==> config.mk <==
export PLATFORM = sky130hd
export DESIGN_NAME = alu_arbiter_flat
export DESIGN_NICKNAME = d
export VERILOG_FILES = /design/src/rtl/alu_arbiter_if.sv /design/src/rtl/alu_arbiter.sv /design/src/flat_wrapper.sv
export SDC_FILE = /design/constraint.sdc
export NUM_CORES = 1
export LEC_CHECK = 0
export ABC_AREA = 1
export BUFFER_PORTS_ARGS = -buffer_cell sky130_fd_sc_hd__buf_4
export CELL_PAD_IN_SITES_DETAIL_PLACEMENT = 1
export CELL_PAD_IN_SITES_GLOBAL_PLACEMENT = 2
export CORE_MARGIN = 3
export CORE_UTILIZATION = 25
export CTS_CLUSTER_DIAMETER = 150
export CTS_CLUSTER_SIZE = 14
export DETAILED_ROUTE_END_ITERATION = 12
export PLACE_DENSITY_LB_ADDON = 0.1
export SYNTH_ARGS = -nofsm -noshare
export SYNTH_HDL_FRONTEND = slang
export SYNTH_SLANG_ARGS = --single-unit
==> constraint.sdc <==
create_clock -name clk -period 3.6 [get_ports clk]
set_input_delay 0.72 -clock clk [delete_from_list [all_inputs] [get_ports clk]]
set_output_delay 0.72 -clock clk [all_outputs]
set_load 0.05 [all_outputs]
==> src/rtl/alu_arbiter_if.sv <==
// Requester-side bus of the ALU arbiter: request/response handshakes for NUM_REQ lanes.
// Per-lane fields are packed arrays, so lane i occupies bits [k*i+k-1:k*i] of the flat vector.
interface alu_arbiter_if #(
  parameter int NUM_REQ = 2,
  parameter int WIDTH   = 32
);
  logic [NUM_REQ-1:0]            req_valid;
  logic [NUM_REQ-1:0]            req_ready;
  logic [NUM_REQ-1:0][3:0]       req_op;
  logic [NUM_REQ-1:0][WIDTH-1:0] req_a;
  logic [NUM_REQ-1:0][WIDTH-1:0] req_b;
  logic [NUM_REQ-1:0][4:0]       req_shamt;
  logic [NUM_REQ-1:0]            rsp_valid;
  logic [NUM_REQ-1:0]            rsp_ready;
  logic [WIDTH-1:0]              rsp_data;
  logic                          rsp_zero;
  logic                          rsp_err;

  modport master (
    output req_valid, req_op, req_a, req_b, req_shamt, rsp_ready,
    input  req_ready, rsp_valid, rsp_data, rsp_zero, rsp_err
  );

  modport slave (
    input  req_valid, req_op, req_a, req_b, req_shamt, rsp_ready,
    output req_ready, rsp_valid, rsp_data, rsp_zero, rsp_err
  );
endinterface

==> src/rtl/alu_arbiter.sv <==
// Round-robin arbiter sharing one combinational ALU among NUM_REQ requesters.
// One operation in flight: IDLE (grant) -> EXEC (ALU settles) -> RESP (hold until taken).
module alu_arbiter #(
  parameter int NUM_REQ = 2,
  parameter int WIDTH   = 32
) (
  input  logic             clk,
  input  logic             rst_n,
  alu_arbiter_if.slave     bus,
  output logic [WIDTH-1:0] alu_reg_1,
  output logic [WIDTH-1:0] alu_reg_2,
  output logic [3:0]       alu_control,
  output logic [4:0]       alu_shamt,
  input  logic [WIDTH-1:0] alu_out,
  input  logic             alu_zero
);
  localparam int IDX_W = $clog2(NUM_REQ);

  typedef enum logic [1:0] {IDLE, EXEC, RESP} state_t;

  state_t           state;
  logic [IDX_W-1:0] rr_ptr;
  logic [IDX_W-1:0] gnt;
  logic             err_q;
  logic [IDX_W-1:0] win;
  logic             win_vld;
  logic [IDX_W-1:0] cand;
  int               idx;

  function automatic logic op_legal(input logic [3:0] op);
    case (op)
      4'b0000, 4'b0001, 4'b0010, 4'b0110,
      4'b0111, 4'b1100, 4'b1111, 4'b1001: return 1'b1;
      default:                            return 1'b0;
    endcase
  endfunction

  // First valid requester after rr_ptr, wrapping.
  always_comb begin
    win     = '0;
    win_vld = 1'b0;
    idx     = 0;
    cand    = '0;
    for (int k = 1; k <= NUM_REQ; k++) begin
      idx = int'(rr_ptr) + k;
      if (idx >= NUM_REQ) idx = idx - NUM_REQ;
      cand = IDX_W'(idx);
      if (!win_vld && bus.req_valid[cand]) begin
        win_vld = 1'b1;
        win     = cand;
      end
    end
  end

  // Gated by rst_n so no grant is visible while reset is held.
  always_comb begin
    bus.req_ready = '0;
    if (state == IDLE && rst_n && win_vld) bus.req_ready[win] = 1'b1;
  end

  always_ff @(posedge clk or negedge rst_n) begin
    if (!rst_n) begin
      state         <= IDLE;
      rr_ptr        <= IDX_W'(NUM_REQ - 1);
      gnt           <= '0;
      err_q         <= 1'b0;
      alu_reg_1     <= '0;
      alu_reg_2     <= '0;
      alu_control   <= '0;
      alu_shamt     <= '0;
      bus.rsp_valid <= '0;
      bus.rsp_data  <= '0;
      bus.rsp_zero  <= 1'b0;
      bus.rsp_err   <= 1'b0;
    end else begin
      case (state)
        IDLE: if (win_vld) begin
          gnt         <= win;
          alu_reg_1   <= bus.req_a[win];
          alu_reg_2   <= bus.req_b[win];
          alu_shamt   <= bus.req_shamt[win];
          // Unsupported codes never reach the ALU.
          alu_control <= op_legal(bus.req_op[win]) ? bus.req_op[win] : 4'b0000;
          err_q       <= !op_legal(bus.req_op[win]);
          state       <= EXEC;
        end
        EXEC: begin
          bus.rsp_data  <= err_q ? '0 : alu_out;
          bus.rsp_zero  <= err_q | alu_zero;
          bus.rsp_err   <= err_q;
          bus.rsp_valid <= NUM_REQ'(1) << gnt;
          state         <= RESP;
        end
        RESP: if (bus.rsp_ready[gnt]) begin
          bus.rsp_valid <= '0;
          rr_ptr        <= gnt;
          state         <= IDLE;
        end
        default: state <= IDLE;
      endcase
    end
  end

  // A waiting request must not change under the arbiter; withdrawing it is allowed.
  for (genvar i = 0; i < NUM_REQ; i++) begin : g_hold
    a_req_hold: assert property (@(posedge clk) disable iff (!rst_n)
      (bus.req_valid[i] && !bus.req_ready[i]) |=>
        (!bus.req_valid[i] ||
         $stable({bus.req_op[i], bus.req_a[i], bus.req_b[i], bus.req_shamt[i]})));
  end
endmodule
==> src/flat_wrapper.sv <==
// flat-port wrapper written by rule: the top's interface ports become plain ports
module alu_arbiter_flat 
#(
  parameter int NUM_REQ = 2,
  parameter int WIDTH   = 32
)
  (clk, rst_n, alu_reg_1, alu_reg_2, alu_control, alu_shamt, alu_out, alu_zero, bus_req_valid, bus_req_op, bus_req_a, bus_req_b, bus_req_shamt, bus_rsp_ready, bus_req_ready, bus_rsp_valid, bus_rsp_data, bus_rsp_zero, bus_rsp_err);
  alu_arbiter_if #(.NUM_REQ(NUM_REQ), .WIDTH(WIDTH)) bus_i ();
  input  logic clk;
  input  logic rst_n;
  output logic [WIDTH-1:0] alu_reg_1;
  output logic [WIDTH-1:0] alu_reg_2;
  output logic [3:0] alu_control;
  output logic [4:0] alu_shamt;
  input  logic [WIDTH-1:0] alu_out;
  input  logic alu_zero;
  input wire logic [$bits(bus_i.req_valid)-1:0] bus_req_valid;
  input wire logic [$bits(bus_i.req_op)-1:0] bus_req_op;
  input wire logic [$bits(bus_i.req_a)-1:0] bus_req_a;
  input wire logic [$bits(bus_i.req_b)-1:0] bus_req_b;
  input wire logic [$bits(bus_i.req_shamt)-1:0] bus_req_shamt;
  input wire logic [$bits(bus_i.rsp_ready)-1:0] bus_rsp_ready;
  output wire logic [$bits(bus_i.req_ready)-1:0] bus_req_ready;
  output wire logic [$bits(bus_i.rsp_valid)-1:0] bus_rsp_valid;
  output wire logic [$bits(bus_i.rsp_data)-1:0] bus_rsp_data;
  output wire logic [$bits(bus_i.rsp_zero)-1:0] bus_rsp_zero;
  output wire logic [$bits(bus_i.rsp_err)-1:0] bus_rsp_err;
  assign bus_i.req_valid = bus_req_valid;
  assign bus_i.req_op = bus_req_op;
  assign bus_i.req_a = bus_req_a;
  assign bus_i.req_b = bus_req_b;
  assign bus_i.req_shamt = bus_req_shamt;
  assign bus_i.rsp_ready = bus_rsp_ready;
  assign bus_req_ready = bus_i.req_ready;
  assign bus_rsp_valid = bus_i.rsp_valid;
  assign bus_rsp_data = bus_i.rsp_data;
  assign bus_rsp_zero = bus_i.rsp_zero;
  assign bus_rsp_err = bus_i.rsp_err;
  alu_arbiter #(.NUM_REQ(NUM_REQ), .WIDTH(WIDTH)) u_core (.clk(clk), .rst_n(rst_n), .bus(bus_i), .alu_reg_1(alu_reg_1), .alu_reg_2(alu_reg_2), .alu_control(alu_control), .alu_shamt(alu_shamt), .alu_out(alu_out), .alu_zero(alu_zero));
endmodule
After elaboration in Yosys (flattened, before gate mapping)
Memories as Yosys holds them, arrays and structs flattened.
Cells that the tools add are included.
- register bits after elaboration: 114
- memory bits (read-only): 32
- bits of input ports: 185
- output and inout port bits: 111
- memories kept: 2
- add/subtract/negate cells: 4
- $lt $le $gt $ge: 7
- eq/ne operators: 4
- shift operators: 1
- mux-type cells: 33
- bitwise operators: 1
- reductions and logical operators: 12
- memories (memory ; words ; width ; read ports ; clocked after Yosys merged registers in ; write ports ; line ; RTL):
    (name not given) ; 16 ; 1 ; 1 ; 0 ; 0 ; alu_arbiter.sv:31 ; case (op)
    (name not given) ; 16 ; 1 ; 1 ; 0 ; 0 ; alu_arbiter.sv:31 ;
- operator list (kind ; count):
    2-to-1 mux 32 bit ; 5
    2-to-1 mux 1 bit ; 17
    2-to-1 mux 4 bit ; 3
    2-to-1 mux 5 bit ; 2
    < comparator 1 x 2 -> 1 bit, second input constant ; 4
    AND reduction 2 bit ; 4
    2-to-1 mux 2 bit ; 3
    case mux 2 bit (3 select lines) ; 1
    logical AND 1 bit ; 4
    != test 2 x 1 -> 1 bit, second input constant ; 2
    case mux 2 bit (2 select lines) ; 1
    adder 1 x 2 -> 3 bit, second input constant ; 1
    >= comparator 3 x 2 -> 1 bit, second input constant ; 1
    adder 1 x 1 -> 2 bit, second input constant ; 1
    equality test 2 x 1 -> 1 bit, second input constant ; 1
    equality test 2 bit, second input constant ; 1
    >= comparator 2 bit, second input constant ; 1
    logical NOT 1 bit ; 2
    logical NOT 2 bit ; 1
    nonzero test 2 bit ; 1
    << shifter 1 x 1 -> 2 bit, first input constant ; 1
    subtractor 1 bit, second input constant ; 2
    demux 1 bit (select 1 bit) ; 1
    >= comparator 1 bit, second input constant ; 1
    bitwise OR 1 bit ; 1

Logic depth before layout (Yosys ltp)
Gate-level depths: netlist (run 1).
An unclocked memory read counts as a cell.
- depth after elaboration: 15
- depth in mapped cells: 10
- depth with buffers taken out: 10

Worst setup path before layout (run 1)
No wires, ideal clock.
- kind: input port to output port
- start: input port bus_req_valid[0]
- end: output port bus_req_ready[0]
- arrival: 2.205 ns
- path slack: 0.675 ns
- cell stages on the path: 5
- buffers on the path: 1
- cell sequence: nand2_2 nand2_2 inv_2 buf_2 nor3_1
- cells in the longest elaborated chain, start to end: 11
- elaborated cells on any way between the ends: 17
- those cells by class: 2 x order compare; 11 x mux; 4 x reduce/logical
- ends and longest elaborated chain (item ; line ; RTL):
    start, declared ; flat_wrapper.sv:17 ; input wire logic [$bits(bus_i.req_valid)-1:0] bus_req_valid;
    2-to-1 mux 1 bit (implied by the code) (2 in a row) ; alu_arbiter.sv:48 ; if (!win_vld && bus.req_valid[cand]) begin
    2-to-1 mux 1 bit ; alu_arbiter.sv:48 ;
    logical NOT 1 bit ; alu_arbiter.sv:48 ;
    logical AND 1 bit ; alu_arbiter.sv:48 ;
    2-to-1 mux 1 bit ; alu_arbiter.sv:48 ;
    < comparator 1 x 2 -> 1 bit (implied by the code) or >= comparator 1 bit (tied branches) ; alu_arbiter.sv:58 ; if (state == IDLE && rst_n && win_vld) bus.req_ready[win] = 1'b1;
    logical AND 1 bit (implied by the code) ; alu_arbiter.sv:58 ;
    2-to-1 mux 1 bit (implied by the code) ; alu_arbiter.sv:58 ;
    demux 1 bit (select 1 bit) ; -- ;
    2-to-1 mux 2 bit (*) ; alu_arbiter.sv:58 ;
    end, declared ; flat_wrapper.sv:23 ; output wire logic [$bits(bus_i.req_ready)-1:0] bus_req_ready;
Every way passes the cells marked *; elsewhere a longest branch is shown, timed or not. The select of a mux whose other input is x is not followed.

Worst setup path in the final report (run 1)
- start: register u_core.rr_ptr
- end: output port bus_req_ready[0]
- cells in the longest elaborated chain, start to end: 14
- elaborated cells on any way between the ends: 25
- those cells by class: 4 x add/sub; 4 x order compare; 13 x mux; 4 x reduce/logical
- ends and longest elaborated chain (item ; line ; RTL):
    start, declared ; alu_arbiter.sv:22 ; logic [IDX_W-1:0] rr_ptr;
    start signal, assigned ; alu_arbiter.sv:64 ; rr_ptr <= IDX_W'(NUM_REQ - 1);
    start signal, assigned ; alu_arbiter.sv:96 ; rr_ptr <= gnt;
    branches (longest 13 deep; another with adder 1 x 2 -> 3 bit) ; -- ;
    2-to-1 mux 2 bit (*) ; alu_arbiter.sv:58 ;
Every way passes the cells marked *. The select of a mux whose other input is x is not followed.

==> results of run 1 <==
-- routing by layer --
layer  global-route usage (%)  wire length [um]  part of all wire [%]  vias up
li1                         -                 -                     -     2389
met1                     21.0              7770                    40     2407
met2                     29.9              9500                    49      183
met3                     6.45              1530                   8.0       27
met4                     6.32               422                   2.2        0
met5                        0                 0                     0        -
-- power by group --
group          total (mW)  switching, mW  internal [mW]
logic                4.76           3.36           1.41
registers            2.26          0.351           1.91
clock network        1.78          0.669           1.11
total                8.80           4.38           4.42
-- area by class of cell --
| class | instances | share of cell area [%] |
|---|---|---|
| Inverter | 11 | 0.522 |
| Sequential cell | 114 | 36.1 |
| Clock buffer | 17 | 5.38 |
| Tap cell | 260 | 4.11 |
| Multi-Input combinational cell | 374 | 22.6 |
| Timing Repair Buffer | 303 | 28.8 |
| Clock inverter | 15 | 2.48 |
-- Yosys cell counts, types with 2 or more instances --
cell and number:
buf_2 24, buf_4 3, nand2_2 3, nand3_1 12, buf_1 2, inv_1 9, a21oi_1 2, a22o_1 32
o21ai_0 41, dfrtp_1 113, o21ai_1 103, clkbuf_1 8, nor2_1 77, nand2_1 101, inv_2 2
-- worst max-delay path: stages, from the launching register on --
cell and delay (ns):
dfstp_2 0.53, nand2_2 0.08, nand2_2 0.08, inv_2 0.05, buf_4 0.23, nor3_1 0.23, buf_4 0.24
-- cell families after synthesis --
family | count (synthesis)
AOI/OAI and AO/OA | 179
buffers and inverters | 49
DFF | 114
and+or+nand+nor | 195
-- registers in the layout, summed over array words and instances, names as in the netlist --
name / count
u_core.alu_shamt: 5
u_core.alu_reg_2: 32
u_core.state: 2
u_core.alu_reg_1: 32
u_core.bus.rsp_data: 32
u_core.gnt: 1
u_core.err_q: 1
u_core.bus.rsp_zero: 1
u_core.bus.rsp_valid: 2
u_core.bus.rsp_err: 1
u_core.alu_control: 4
u_core.rr_ptr: 1
-- worst max-delay path by stage --
stage | cells past startpoint | startpoint | end
final | 6 | u_core.rr_ptr$_DFFE_PN1P_ | bus_req_ready[0]
after floorplan | 5 | bus_req_valid[0] | bus_req_ready[0]
after CTS | 6 | u_core.rr_ptr$_DFFE_PN1P_ | bus_req_ready[0]
after global routing | 5 | u_core.state[0]$_DFFE_PN0P_ | u_core.alu_reg_1[9]$_DFFE_PN0P_
after global placement | 5 | bus_req_valid[1] | u_core.alu_reg_2[31]$_DFFE_PN0P_
after detailed placement | 5 | bus_req_valid[1] | u_core.alu_reg_1[5]$_DFFE_PN0P_
-- layout by cell type, fill, tap and decap left out, types with 2 or more instances in the layout --
master / n
dfrtp_1: 113
o21ai_0: 41
nand3_1: 12
o21ai_1: 103
buf_4: 303
a21oi_1: 2
a22o_1: 32
inv_1: 9
bufinv_16: 3
clkinv_4: 4
nor2_1: 76
nand2_2: 3
clkbuf_16: 17
inv_6: 6
nand2_1: 101
inv_2: 2
-- through the flow --
step / std cells / total power, mW / area, um^2
global placement: 1062 / 7.02 / 7280
floorplan: 537 / 5.48 / 4870
global route: 1094 / 9.33 / 7910
CTS: 1094 / 8.95 / 7910
finish: 1094 / 8.80 / 7910
detailed placement: 1062 / 7.12 / 7280
==> summary.md, run 1 <==
| Metric | Value |
|---|---|
| Outcome | `complete, no violations` |
| Worst-path fanout max | `33` |
| Cell Pwr Density | `1110 nW/um^2` |
| Crit path launch type | `flop` |
| Synth Area in Adders | `0%` |
| Critical Path AT | `~1.9 ns` |
| Core Util, Final | `a little over two fifths` |
| Final worst slack | `0.995 ns` |
| Post-synth EDFFs | `0` |
| Crit. End Element | `output pin` |
| HP Class | `reg2reg` |
| Final hold violations | `0` |
| Root Buffer | `clkbuf_16` |
| Top post-synthesis cells by area | `dfrtp_1 58%, o21ai_1 11%, nand2_1 7.8%` |
| Sequential Area | `approximately 2900 um^2` |
| Total congestion overflow | `0` |
| Async SR Flop Fraction | `between 90% and 100%` |
| Hold EP | `u_core.alu_control[2]$_DFFE_PN0P_` |
| Synth area leader | `dfrtp_1` |
| Worst slew slack as a fraction of its limit | `between 20% and 30%` |
| Static leakage | `between 3 and 4 nW` |
| Multiplexer area fraction after synthesis | `0%` |
| R2R setup slack | `1.17 ns` |
| Filler cell count | `2277` |
| Net count after synthesis | `~720` |
| Slew at the pin with the worst max-slew slack | `between 1 and 1.5 ns` |
| WP data required | `2.88 ns` |
| Area Overhead vs Synth | `62.5%` |
| DR vias/cell | `between 4 and 5` |
| Gr usage total | `~18%` |
| CTS Hold Bufs | `0` |
| Clk_lat worst skew | `approximately 0.41 ns` |
| CTS tree | `built` |
| Share of cells above drive strength 1 | `41.1%` |
| Compound-Gate Fraction of Synth Area | `a little over a fifth` |
| Initial antenna violation count | `0` |
| Cells after synthesis | `approximately 540` |
| RR Startpoint | `u_core.state[0]$_DFFE_PN0P_` |
| Hold_sp | `u_core.alu_control[2]$_DFFE_PN0P_` |
| #FFs+latches synth | `between 100 and 150` |
| Crit Path Class | `reg2out` |
| Post-CTS sizing | `0` |
| # clock sinks | `114` |
| RD Place Congestion | `approximately 0.78` |
| Simple-Gate Fraction of Synth Area | `15.6%` |
| First drt pass iteration count | `4` |
| Nets@finish | `approximately 1000` |
| DIE WIDTH | `146 um` |
| Core footprint | `about 19000 um^2` |
| Largest net degree at the start of global routing | `77` |
| Hold path depth | `2` |
| Final min period | `approximately 2.6 ns` |
| DP Wirelength | `approximately 14000 um` |
| Synth top area share | `58.1%` |
| Yosys cell types | `20` |
| Die Y-Extent | `around 150 um` |
| Final setup fails | `0` |
| Antenna cells | `0` |
| Ys flop type | `dfrtp_1` |
| Worst slack, placed | `0.719 ns` |
| Iter 0 DRT Violations | `~190` |
| Maximum VDD drop | `a little under 400 uV` |
| Clk_skew | `0.00883 ns` |
| Post-CTS Setup Bufs | `0` |
| Fmax | `between 0.3 and 0.4 GHz` |
| Global-route wire length before repair | `around 30000 um` |
| Antenna Violating Nets Remaining | `0` |
| Worst flop-to-flop path endpoint | `u_core.alu_reg_1[9]$_DFFE_PN0P_` |
| Largest family of logic cells by synthesized area | `compound AO/OA/AOI/OAI gates` |
| DR vias | `between 5000 and 6000` |
| Reg clk slew, reported paths | `approximately 0.060 ns` |
| Clk buf depth | `2` |
| Number of cells on the worst reg-to-reg path | `5` |
| Avg Inst Size Synth | `slightly above 9 um^2` |
| Drt drc | `0` |
| Post-Synth XOR/XNOR Area | `0%` |
| Port bufs | `roughly 300` |
| Starting Density | `between 20 and 30%` |
| TritonCTS buffer count | `17` |
| Final Max Tran Viols | `0` |
| FP Rows | `50` |
| Vias in the first global route | `5372` |
| Multi-input gate area | `between 1500 and 2000 um^2` |
| Share of the yosys chip area belonging to registers | `58.7%` |
| Die Footprint | `approximately 21000 um^2` |
| Synth Warn # | `0` |
| Max-cap viol count | `0` |
| H-tree depth | `4` |
| Synth Cell Area | `4870 um^2` |
| Unrepaired setup endpoints after global routing | `false` |
| # IOs | `296` |
| Fin crit share | `72.4%` |
| Setup TNS | `0 ns` |
| Min Hold Slack | `0.480 ns` |
| DR WL/cell | `approximately 18 um` |
| Final WL | `about 19000 um` |
(Power assumes the default switching activity.)
==> inputs of run 2 (changes only) <==
Settings changed: CORE_UTILIZATION 25 to 23.
Clock period 3.6 ns to 2.65 ns, I/O delays scaled along.
==> run 2 against run 1 <==
  * Design area increased by 1.0%
  * Sequential share of layout area fell by 0.37 points
  * Sequential power is 36% higher
  * Non-clock buffer count increased by 6
  * Sequential cell count did not move
  * Critical path depth decreased by 1
  * Critical path type is now in2out
  * Register-to-register slack worse by 0.51 ns
  * Worst hold slack got worse by 0.15 ns
  * Global-route usage down 0.82 points
  * Die area rose by 8.3%
==> summary.md, run 2 (synthesis results as in run 1) <==
| Metric | Value |
|---|---|
| Post-CTS Setup Bufs | `0 (unchanged)` |
| Min Hold Slack | `0.330 ns (was 0.480 ns)` |
| Sequential Area | `2850 um^2 (unchanged)` |
| HP Class | `in2reg (was reg2reg)` |
| Worst Setup EP | `bus_req_ready[0] (unchanged)` |
| DP Wirelength | `14300 um (was 13800 um)` |
| DR vias/cell | `4.53 (was 4.58)` |
| Slew at the pin with the worst max-slew slack | `0.682 ns (was 1.19 ns)` |
| WP depth | `5 (was 6)` |
| Placed cell area | `7350 um^2 (was 7280 um^2)` |
| Fin crit share | `~93%` |
| CP Cell Sequence | `dlygate4sd3_1, buf_4, inv_1, nor3_1, buf_4 (was nand2_2, nand2_2, inv_2, buf_4, nor3_1, buf_4)` |
| DR vias | `5024 (was 5006)` |
| CP max-delay cell | `dlygate4sd3_1 (was dfstp_2)` |
| Share of cells above drive strength 1 | `41.3% (was 41.1%)` |
| Final Cell Area | `7990 um^2 (was 7910 um^2)` |
| Final min period | `about 2.5 ns` |
| Antenna Violating Nets Remaining | `0 (unchanged)` |
| Largest net degree at the start of global routing | `53 (was 77)` |
| Post-CTS sizing | `0 (unchanged)` |
| RD Place Congestion | `0.749 (was 0.776)` |
| Cell seen most often among critical-path stages | `buf_4` |
| DIE WIDTH | `151 um (was 146 um)` |
| TritonCTS buffer count | `17 (unchanged)` |
| Final WL | `19600 um (was 19200 um)` |
| DR WL/cell | `17.7 um (was 17.6 um)` |
| Core Util, Final | `39.0% (was 41.8%)` |
| Antenna cells | `0 (unchanged)` |
| Buffers and inverters on the worst path | `4 (was 3)` |
| Setup TNS | `0 ns (unchanged)` |
| Gr usage total | `17.0% (was 17.8%)` |
| Unrepaired setup endpoints after global routing | `false (unchanged)` |
| RR Startpoint | `u_core.rr_ptr$_DFFE_PN1P_ (was u_core.state[0]$_DFFE_PN0P_)` |
| Crit path launch type | `input pin (was flop)` |
| R2R setup slack | `0.66 ns (was 1.17 ns)` |
| CP max stage delay | `0.52 ns (was 0.53 ns)` |
| Filler cell count | `2388 (was 2277)` |
| Worst flop-to-flop path endpoint | `u_core.alu_reg_1[11]$_DFFE_PN0P_ (was u_core.alu_reg_1[9]$_DFFE_PN0P_)` |
| Finished Layout Cells | `1110 (was 1094)` |
| Clk buf depth | `2 (unchanged)` |
| Worst path top cell family by delay | `buffers and inverters (was flip-flops)` |
| Top Registers | `u_core.alu_reg_1 x32, u_core.alu_reg_2 x32, u_core.bus.rsp_data x32 (unchanged)` |
| CTS Hold Bufs | `1 (was 0)` |
| Port bufs | `295 (unchanged)` |
| Multi-input gate area | `1790 um^2 (unchanged)` |
| Number of cells after detailed placement | `1077 (was 1062)` |
| First drt pass iteration count | `4 (unchanged)` |
| Vias in the first global route | `5393 (was 5372)` |
| Initial antenna violation count | `0 (unchanged)` |
| Total power draw | `12.1 mW (was 8.80 mW)` |
| Die Y-Extent | `151 um (was 146 um)` |
| Fmax | `between 0.4 and 0.5 GHz` |
| Final setup fails | `0 (unchanged)` |
| # IOs | `296 (unchanged)` |
| WP data required | `2.12 ns (was 2.88 ns)` |
| Most frequent cells in the layout | `307 x buf_4, 113 x dfrtp_1, 103 x o21ai_1 (was 303 x buf_4, 113 x dfrtp_1, 103 x o21ai_1)` |
| H-tree depth | `4 (unchanged)` |
| Final hold violations | `0 (unchanged)` |
| Die Footprint | `22900 um^2 (was 21200 um^2)` |
| Number of cells on the worst reg-to-reg path | `6 (was 5)` |
| Worst slack, placed | `0.479 ns (was 0.719 ns)` |
| Crit Path Class | `in2out (was reg2out)` |
| Max-cap viol count | `0 (unchanged)` |
| # clock sinks | `114 (unchanged)` |
| Global-route wire length before repair | `29800 um (was 30000 um)` |
| Cell Pwr Density | `1510 nW/um^2 (was 1110 nW/um^2)` |
| Core footprint | `20500 um^2 (was 18900 um^2)` |
| Drt drc | `0 (unchanged)` |
| Iter 0 DRT Violations | `106 (was 189)` |
| FP Rows | `52 (was 50)` |
| Total congestion overflow | `0 (unchanged)` |
| Crit path from | `rst_n (was u_core.rr_ptr$_DFFE_PN1P_)` |
| Static leakage | `4.02 nW (was 3.98 nW)` |
| Final worst slack | `0.196 ns (was 0.995 ns)` |
| Nets@finish | `1012 (was 1006)` |
| Clk_skew | `0.00793 ns (was 0.00883 ns)` |
| Starting Density | `23.7% (was 25.8%)` |
| Outcome | `complete, no violations (unchanged)` |
| Final Max Tran Viols | `0 (unchanged)` |
| Worst slew slack as a fraction of its limit | `54.6% (was 20.8%)` |
| Maximum VDD drop | `509 uV (was 391 uV)` |
| Reg clk slew, reported paths | `0.06 ns (about the same)` |
| CTS tree | `built (unchanged)` |
| Commonest non-fill, non-tap cell in the layout | `buf_4 (unchanged)` |
| Area Overhead vs Synth | `64.2% (was 62.5%)` |
| Critical Path AT | `1.92 ns (was 1.89 ns)` |
| Crit. End Element | `output pin (unchanged)` |
| Root Buffer | `clkbuf_16 (unchanged)` |
| Clk_lat worst skew | `0.42 ns (was 0.41 ns)` |
| Worst-path fanout max | `18 (was 33)` |
[run 2: cell type report]
cell class	count	area share, %
timing repair buffer	309	29.2
multi-input combinational	374	22.4
sequential	114	35.7
clock inverter	14	2.54
inverter	11	0.517
tap	270	4.23
clock buffer	18	5.37
[run 2: how the worst min path moves through the flow]
stage,start,end,slack [ns],cells after the start
after floorplan,rst_n,u_core.alu_control[0]$_DFFE_PN0P_,0.23,0
after global placement,rst_n,u_core.alu_reg_1[1]$_DFFE_PN0P_,0.42,1
after detailed placement,rst_n,u_core.alu_reg_1[1]$_DFFE_PN0P_,0.41,1
after CTS,alu_out[24],u_core.bus.rsp_data[24]$_DFFE_PN0P_,0.31,2
after global routing,alu_out[31],u_core.bus.rsp_data[31]$_DFFE_PN0P_,0.31,2
final,alu_out[24],u_core.bus.rsp_data[24]$_DFFE_PN0P_,0.33,2
[run 2: worst reg2reg max path, stage by stage (launching register included)]
cell	delay, ns
dfstp_2	0.54
nand2_2	0.08
nand2_2	0.08
buf_4	0.48
buf_4	0.46
nor2_1	0.12
o21ai_1	0.14
[run 2: metal layers]
metal	GRT usage [%]	vias to the layer above	part of all wire, %
met5	0	-	0
met2	28.1	192	50
met3	7.29	16	9.6
li1	-	2397	-
met4	4.67	0	1.4
met1	20.1	2419	39
[run 2: power breakdown]
part           total, mW  internal (mW)  switching (mW)
logic               6.54           1.95            4.59
clock network       2.47           1.59           0.881
registers           3.07           2.59           0.482
total               12.1           6.13            5.95
